--- src/rtl/rca_wb_collector.sv ---
// Writeback collector: round-robin ack of unit results into an in-order FIFO
// that drains to the commit port. Define RCA_WB_BYPASS_EN for same-cycle empty-FIFO bypass.
module rca_wb_collector #(
    parameter int NUM_UNITS = 4,
    parameter int XLEN      = 32,
    parameter int ID_WIDTH  = 3,
    parameter int DEPTH     = 4,
    localparam int UW       = (NUM_UNITS > 1) ? $clog2(NUM_UNITS) : 1,
    localparam int PW       = $clog2(DEPTH),
    localparam int CW       = $clog2(DEPTH + 1)
) (
    input  logic                          clk,
    input  logic                          rst,
    input  logic [NUM_UNITS-1:0]          unit_done,
    input  logic [NUM_UNITS*ID_WIDTH-1:0] unit_id,
    input  logic [NUM_UNITS*XLEN-1:0]     unit_rd,
    output logic [NUM_UNITS-1:0]          unit_ack,
    output logic                          wb_valid,
    output logic [ID_WIDTH-1:0]           wb_id,
    output logic [XLEN-1:0]               wb_rd,
    output logic [UW-1:0]                 wb_unit,
    input  logic                          wb_ready
);
    logic [ID_WIDTH-1:0] mem_id   [DEPTH];
    logic [XLEN-1:0]     mem_rd   [DEPTH];
    logic [UW-1:0]       mem_unit [DEPTH];

    logic [PW-1:0] wr_ptr, rd_ptr;
    logic [CW-1:0] count;
    logic [UW-1:0] rr_ptr, grant;
    logic          any_req, space, ack, push, pop, fifo_valid;
    logic [ID_WIDTH-1:0] g_id;
    logic [XLEN-1:0]     g_rd;

    // Walk downward so the unit closest to rr_ptr is the last (winning) assignment.
    always_comb begin
        grant   = '0;
        any_req = 1'b0;
        for (int i = NUM_UNITS - 1; i >= 0; i--) begin
            if (unit_done[(int'(rr_ptr) + i) % NUM_UNITS]) begin
                grant   = UW'((int'(rr_ptr) + i) % NUM_UNITS);
                any_req = 1'b1;
            end
        end
    end

    // space uses the FIFO head rather than wb_valid so bypass cannot form a loop.
    assign fifo_valid = (count != '0);
    assign pop        = fifo_valid && wb_ready;
    assign space      = (count < CW'(DEPTH)) || pop;
    assign ack        = any_req && space && !rst;
    assign g_id       = unit_id[int'(grant)*ID_WIDTH +: ID_WIDTH];
    assign g_rd       = unit_rd[int'(grant)*XLEN +: XLEN];

    always_comb begin
        unit_ack = '0;
        if (ack) unit_ack[grant] = 1'b1;
    end

`ifdef RCA_WB_BYPASS_EN
    logic bypass;
    assign bypass = ack && !fifo_valid;
    assign push   = ack && !(bypass && wb_ready);

    always_comb begin
        wb_valid = 1'b0;
        wb_id    = '0;
        wb_rd    = '0;
        wb_unit  = '0;
        if (fifo_valid) begin
            wb_valid = 1'b1;
            wb_id    = mem_id[rd_ptr];
            wb_rd    = mem_rd[rd_ptr];
            wb_unit  = mem_unit[rd_ptr];
        end else if (bypass) begin
            wb_valid = 1'b1;
            wb_id    = g_id;
            wb_rd    = g_rd;
            wb_unit  = grant;
        end
    end
`else
    assign push = ack;

    always_comb begin
        wb_valid = fifo_valid;
        wb_id    = '0;
        wb_rd    = '0;
        wb_unit  = '0;
        if (fifo_valid) begin
            wb_id   = mem_id[rd_ptr];
            wb_rd   = mem_rd[rd_ptr];
            wb_unit = mem_unit[rd_ptr];
        end
    end
`endif

    always_ff @(posedge clk) begin
        if (push) begin
            mem_id[wr_ptr]   <= g_id;
            mem_rd[wr_ptr]   <= g_rd;
            mem_unit[wr_ptr] <= grant;
        end
    end

    always_ff @(posedge clk or posedge rst) begin
        if (rst) begin
            wr_ptr <= '0;
            rd_ptr <= '0;
            count  <= '0;
            rr_ptr <= '0;
        end else begin
            if (push) wr_ptr <= wr_ptr + 1'b1;
            if (pop)  rd_ptr <= rd_ptr + 1'b1;
            count <= count + CW'(push) - CW'(pop);
            if (ack)
                rr_ptr <= (int'(grant) == NUM_UNITS - 1) ? '0 : grant + 1'b1;
        end
    end
endmodule

--- config.mk ---
export PLATFORM = sky130hd
export DESIGN_NAME = rca_wb_collector
export DESIGN_NICKNAME = d
export VERILOG_FILES = /design/src/rtl/rca_wb_collector.sv
export SDC_FILE = /design/constraint.sdc
export NUM_CORES = 1
export LEC_CHECK = 0
export BUFFER_PORTS_ARGS = -buffer_cell sky130_fd_sc_hd__buf_2
export CAP_MARGIN = 40
export CORE_MARGIN = 8
export CORE_UTILIZATION = 45
export CTS_BUF_LIST = sky130_fd_sc_hd__clkbuf_4
export DETAILED_ROUTE_END_ITERATION = 12
export HOLD_SLACK_MARGIN = 0.12
export PLACE_DENSITY = 0.69
export RECOVER_POWER = 25
export SYNTH_ARGS = -nofsm -noshare
export SYNTH_HDL_FRONTEND = slang
export SYNTH_SLANG_ARGS = --single-unit
--- constraint.sdc ---
create_clock -name clk -period 3 [get_ports clk]
set_clock_uncertainty 0.2 [all_clocks]
set_input_delay 0.6 -clock clk [delete_from_list [all_inputs] [get_ports clk]]
set_output_delay 0.6 -clock clk [all_outputs]
set_load 0.05 [all_outputs]
Word-level counts from Yosys, hierarchy flattened

Memory sizes are Yosys's and may differ from the RTL's.
Index checks and enable logic that the tools add are counted.

Bits in registers: 9
Memory bits (writable): 148
Output and inout bits: 42
Memories: 3

Add/subtract/negate cells: 8
Multiply operators: 1
Order comparisons: 7
Equality and inequality tests: 1
Shift operators: 2
Muxes and demuxes: 28
Bitwise logic cells: 3
Reductions and logical operators: 10

Memories:

| name     | words | width | read ports | clocked after Yosys merged registers in | write ports | line | source |
|---|---|---|---|---|---|---|---|
| mem_rd   | 4     | 32    | 1          | 0                                       | 1           | 25   | `logic [XLEN-1:0] mem_rd [DEPTH];` |
| mem_id   | 4     | 3     | 1          | 0                                       | 1           | 24   | `logic [ID_WIDTH-1:0] mem_id [DEPTH];` |
| mem_unit | 4     | 2     | 1          | 0                                       | 1           | 26   | `logic [UW-1:0] mem_unit [DEPTH];` |

Operator list:

| operator                                             | number |
|---|---|
| indexed part select 128 x 8 -> 32 bit                | 1 |
| 2-to-1 mux 32 bit                                    | 1 |
| 2-to-1 mux 1 bit                                     | 14 |
| < comparator 3 x 4 -> 1 bit (second input constant)  | 3 |
| 2-to-1 mux 2 bit                                     | 6 |
| indexed part select 12 x 5 -> 3 bit                  | 1 |
| adder 2 x 1 -> 2 bit (second input constant)         | 4 |
| binary-select mux 1 bit (select 2 bit)               | 4 |
| < comparator 2 x 3 -> 1 bit (second input constant)  | 2 |
| OR reduction 2 bit                                   | 3 |
| adder 2 bit (second input constant)                  | 2 |
| logical AND 1 bit                                    | 4 |
| multiplier 2 x 2 -> 4 bit (second input constant)    | 1 |
| 2-to-1 mux 4 bit                                     | 1 |
| adder 3 x 1 -> 3 bit                                 | 1 |
| bitwise AND 1 bit (first input constant)             | 3 |
| < comparator 3 bit (second input constant)           | 1 |
| 2-to-1 mux 3 bit                                     | 1 |
| nonzero test 3 bit                                   | 1 |
| subtractor 3 x 1 -> 3 bit                            | 1 |
| demux 1 bit (select 2 bit)                           | 1 |
| equality test 2 x 1 -> 1 bit (second input constant) | 1 |
| >= comparator 2 x 1 -> 1 bit (second input constant) | 1 |
| logical NOT 1 bit                                    | 1 |
| logical OR 1 bit                                     | 1 |

Logic depth before layout (Yosys ltp)

Depth in word-level cells: 15
Gate-level depth with buffers: 9
Depth with buffers taken out: 8

Worst setup path before layout

OpenSTA, ideal clock, no wires.

Kind: in2out
Start: input port unit_done[2]
End: output port unit_ack[3]
Arrival time: 1.869 ns
Required time: 2.200 ns
Slack: 0.331 ns
Stages: 7
Path buffers: 2
Path through: mux2i_1 > nor2_1 > nor3_2 > buf_6 > buf_12 > ha_1 > and2_1

Longest elaborated chain between the ends: 12

Ends and longest elaborated chain:

| element                                                                                           | line | source |
|---|---|---|
| start: declaration                                                                                | 14   | `input logic [NUM_UNITS-1:0] unit_done,` |
| binary-select mux 1 bit (select 2 bit)                                                            | 40   | `if (unit_done[(int'(rr_ptr) + i) % NUM_UNITS]) begin` |
| 2-to-1 mux 1 bit (implied by the code) (2 in a row)                                               | 40   |  |
| 2-to-1 mux 2 bit (3 in a row)                                                                     | 40   |  |
| 2-to-1 mux 2 bit *                                                                                | 40   |  |
| net grant[0]                                                                                      | 30   | `logic [UW-1:0] rr_ptr, grant;` |
| < comparator 2 x 3 -> 1 bit (implied by the code) or >= comparator 2 x 1 -> 1 bit (tied branches) | 57   | `if (ack) unit_ack[grant] = 1'b1;` |
| logical AND 1 bit (implied by the code)                                                           | 57   |  |
| 2-to-1 mux 1 bit (implied by the code)                                                            | 57   |  |
| demux 1 bit (select 2 bit) *                                                                      | 57   |  |
| 2-to-1 mux 4 bit *                                                                                | 57   |  |
| end: declaration                                                                                  | 17   | `output logic [NUM_UNITS-1:0] unit_ack,` |

Mark *: on every way through the listed nets, which the timed path passes. The rest lies on a longest branch. The select of a mux whose other input is x is not followed.

Worst setup path in the final report

Start: register rr_ptr[1]
End: output port unit_ack[0]

Longest elaborated chain between the ends: 13

Ends and longest elaborated chain:

| element                                                                                           | line   | source |
|---|---|---|
| start: declaration                                                                                | 30     |  |
| start signal: assignment                                                                          | 117    | `rr_ptr <= (int'(grant) == NUM_UNITS - 1) ? '0 : grant + 1'b1;` |
| adder 2 bit                                                                                       | 40, 41 |  |
| binary-select mux 1 bit (select 2 bit)                                                            | 40     |  |
| 2-to-1 mux 1 bit (implied by the code) (2 in a row)                                               | 40     |  |
| 2-to-1 mux 2 bit (4 in a row)                                                                     | 40     |  |
| < comparator 2 x 3 -> 1 bit (implied by the code) or >= comparator 2 x 1 -> 1 bit (tied branches) | 57     |  |
| logical AND 1 bit (implied by the code)                                                           | 57     |  |
| 2-to-1 mux 1 bit (implied by the code)                                                            | 57     |  |
| demux 1 bit (select 2 bit)                                                                        | 57     |  |
| 2-to-1 mux 4 bit *                                                                                | 57     |  |

Every way passes the cells marked *; elsewhere a longest branch is shown, timed or not. The select of a mux whose other input is x is not followed.

==> run_results.csv <==
group,metric,value,unit
setup_path,critPathMaxStageDelay,0.46,ns
cells_and_area,final_cell_count_no_fill,850,
global_routing,grt_pass1_vias,4994,
synth,yosysTopAreaCellShare,0.5929,
worst_hold_path,hold_path_class,"input port to register",
setup_path,critical_path_required,2.20,ns
placement,gp_congestion,0.7862,
routing,wl_per_cell,19.13,µm
sta,slew_headroom,0.7093,
cells_and_area,filler_cell_count,1338,
cells_and_area,layout-drive-gt1-share,0.4651,
routing,drtAntennaViolNets,0,
sta,rsz0062_at_grt,"true",
synth,synthAdderAreaFrac,0.01936,
routing,via_count,4318,
placement,post-place-cells,816,
synth,syn-num-nets,574,
synth,synth.area.top_cells,"edfxtp_1, mux2i_1, mux4_2, and2_1, dfrtp_1",
pwr,ir_worst_vdd,0.7987,mV
placement,dp_hpwl,11540,µm
clock_network,cts_max_level,4,
floorplanning,dieArea,0.02104,mm²
sta,fmax,0.3373,GHz
outcome,status,"completed",
setup_path,cp_top_family,"simple AND/OR/NAND/NOR gates",
floorplanning,io_pins,189,
synth,synth_mux_area_frac,0.2542,
cells_and_area,syn_to_final_growth,20.68,%
floorplanning,rows,47,
clock_network,cts.clk_slew.worst_paths,0.13,ns
sta,setup_viol,0,
clock_network,cts_tree,"built",
routing,route.detailed.drc,0,
clock_network,clk_latency,0.54,ns
setup_path,critPathCaptureType,"output pin",
clock_network,cts_max_path_buffers,2,
setup_path,crit_path_cell_trace,"mux2i_1, nor2_2, nor3_4, inv_2, ha_2, and2_4, buf_6",
setup_path,crit_arrival,2.16,ns
synth,synthSimpleGateAreaFrac,0.04807,
setup_path,path_buf_inv,2,
cells_and_area,n_antenna_cell,0,
synth,synthXorXnorAreaFrac,0.005842,
floorplanning,die_y,145.1,µm
synth,syn-cell-area,0.007496,mm²
sta,slew_violations,0,
setup_path,timing.setup.critical_path_class,"register to output pin",
global_routing,antenna_found_initial,0,
sta,final_hold_viol_count,0,
synth,syn-instance-count,416,
global_routing,grt_pass1_wl,26210,µm
pwr,p_per_area,1054,mW/mm²
placement,port_buffers,188,
synth,syn_area_per_cell,18.02,µm²
floorplanning,core-area,0.01641,mm²
floorplanning,die_w,145.1,µm
global_routing,track_usage,0.1586,
routing,routed_via_density,5.080,
synth,synth.largest_area_cell,"edfxtp_1",
synth,ys_warn_count,0,
cells_and_area,nets,775,
synth,synth_compound_area_frac,0.005842,
clock_network,ctsRootBufferMaster,"clkbuf_4",
synth,synth_top_family_by_area,"multiplexers",
synth,ys_types,29,
sta,fin_crit_sh,0.9881,
clock_network,clock-sinks,157,
routing,drt-total-wl,16260,µm
floorplanning,start_util,0.4569,
clock_network,numCtsBuffers,17,
setup_path,slowest_stage,"dfrtp_2",
sta,fin_crit,2.964,ns
routing,drt_pre_antenna_iters,4,
pwr,leakagePower,3.642,nW
global_routing,grt_max_degree,41,
global_routing,globalRoute.totalOverflow,0,
routing,first_iter_violations,191,
sta,tightestPinTransition,0.4239,ns
setup_path,cp_max_fo,5,
setup_path,startpoint_type,"register",
synth,ys_seq_elements,157,
flow_run,max_cap_viol_count,0,
sta,tns,0,ns
synth,yosysSeqAreaShare,0.6229,
[timing repair]
item                                    in CTS  in global routing
resized for setup                            6                 28
hold endpoints to repair                     9                  0
hold buffers                                 1                  0
buffers inserted                             1                  0
endpoints found under the setup margin      18                 38
pin swaps                                    2                  2
[stage by stage]
step	hold slack, ns	area [µm²]	worst slack [ns]	total power, mW	utilization
final	0.2942	9046	0.03569	9.534	0.5514
after global routing	0.2680	9046	-0.07036	10.06	0.5514
after CTS	0.2031	8984	0.0001465	9.583	0.5475
after detailed placement	0.2907	8625	0.3325	8.172	0.5257
after global placement	0.2790	8625	0.4244	8.029	0.5257
after floorplan	0.2279	7496	0.3314	7.139	-
[synth_stat cells (all sizes together)]
cell     number
o21ai         1
xor2          2
nor2b         1
edfxtp      148
nor4          1
mux2i       106
or3           1
clkbuf        6
a2bb2oi       1
nor3          2
mux4         37
a21oi         4
inv          10
nand2         3
nor2          2
nor3b         1
buf          19
and2         46
xnor2         3
ha           10
nand3b        1
fa            1
mux2          1
dfrtp         9
[per-layer routing]
layer / track usage / wire length, µm / up-vias
li1: - / - / 2030
met1: 0.1915 / 6939 / 2119
met2: 0.2692 / 8172 / 154
met3: 0.04726 / 946 / 15
met4: 0.04841 / 200 / 0
met5: 0 / 0 / -
[cells in the final DEF, fill, tap and decap left out, types with 2 or more instances in the layout]
cell / synthesis / layout
bufinv_16: 0 / 4
buf_2: 6 / 178
and2_4: 0 / 3
clkbuf_4: 1 / 17
buf_4: 0 / 13
mux4_2: 37 / 37
xor2_1: 2 / 2
ha_2: 0 / 2
and2_2: 0 / 4
buf_6: 3 / 9
a21oi_1: 3 / 3
ha_1: 10 / 8
edfxtp_1: 148 / 148
inv_1: 8 / 8
clkinv_2: 0 / 3
and2_1: 46 / 38
clkinvlp_4: 0 / 2
inv_2: 2 / 2
buf_12: 10 / 4
clkinv_4: 0 / 5
dfrtp_1: 9 / 6
xnor2_1: 3 / 3
nand2_1: 3 / 3
mux2i_1: 106 / 106
dfrtp_2: 0 / 3
[power by group]
part / switching [mW] / leakage [nW] / total (mW) / internal, mW
combinational: 3.11 / 2.02 / 4.89 / 1.78
clock: 0.720 / 0.169 / 1.38 / 0.659
sequential: 0.136 / 1.45 / 3.26 / 3.12
[final timing paths]
path,from,to,slack (ns),cells after the start
setup / recovery,rr_ptr[1],unit_ack[0],0.04,7
hold / removal,wb_ready,rd_ptr[0],0.29,3
setup reg to reg,rr_ptr[1],mem_rd[0][18],0.62,5
hold reg to reg,count[0],count[0],0.31,1
max in group asynchronous,rst,rr_ptr[1],1.96,3
min in group asynchronous,rst,rd_ptr[0],0.35,3
[final cells by class]
| class | count | area [µm²] | share of cell area |
|---|---|---|---|
| clock buffers | 17 | 127.6 | 0.01411 |
| clock inverters | 15 | 197.7 | 0.02185 |
| inverters | 10 | 37.54 | 0.004149 |
| multi-input cells | 224 | 2536 | 0.2804 |
| flip-flops and latches | 157 | 4673 | 0.5166 |
| well taps | 220 | 275.3 | 0.03043 |
| repair buffers | 207 | 1199 | 0.1325 |
[registers in the layout (all words and copies together) (netlist names)]
register  cells
mem_unit      8
rr_ptr        2
count         3
mem_rd      128
mem_id       12
wr_ptr        2
rd_ptr        2
[logic make-up (layout without fill, tap and decap cells)]
family,Yosys count,in the layout
fa+ha+maj,11,11
buf+inv,35,249
flops,157,157
mux,144,144
xor+xnor,5,5
simple gates,58,58
compound gates,6,6
[worst reg2reg max path, stage by stage, from the launching register on]
cell and delay, ns:
dfrtp_2 0.46, mux2i_1 0.26, nor2_2 0.08, nor3_4 0.28
buf_4 0.41, mux2i_1 0.46
(Power assumes the default switching activity.)
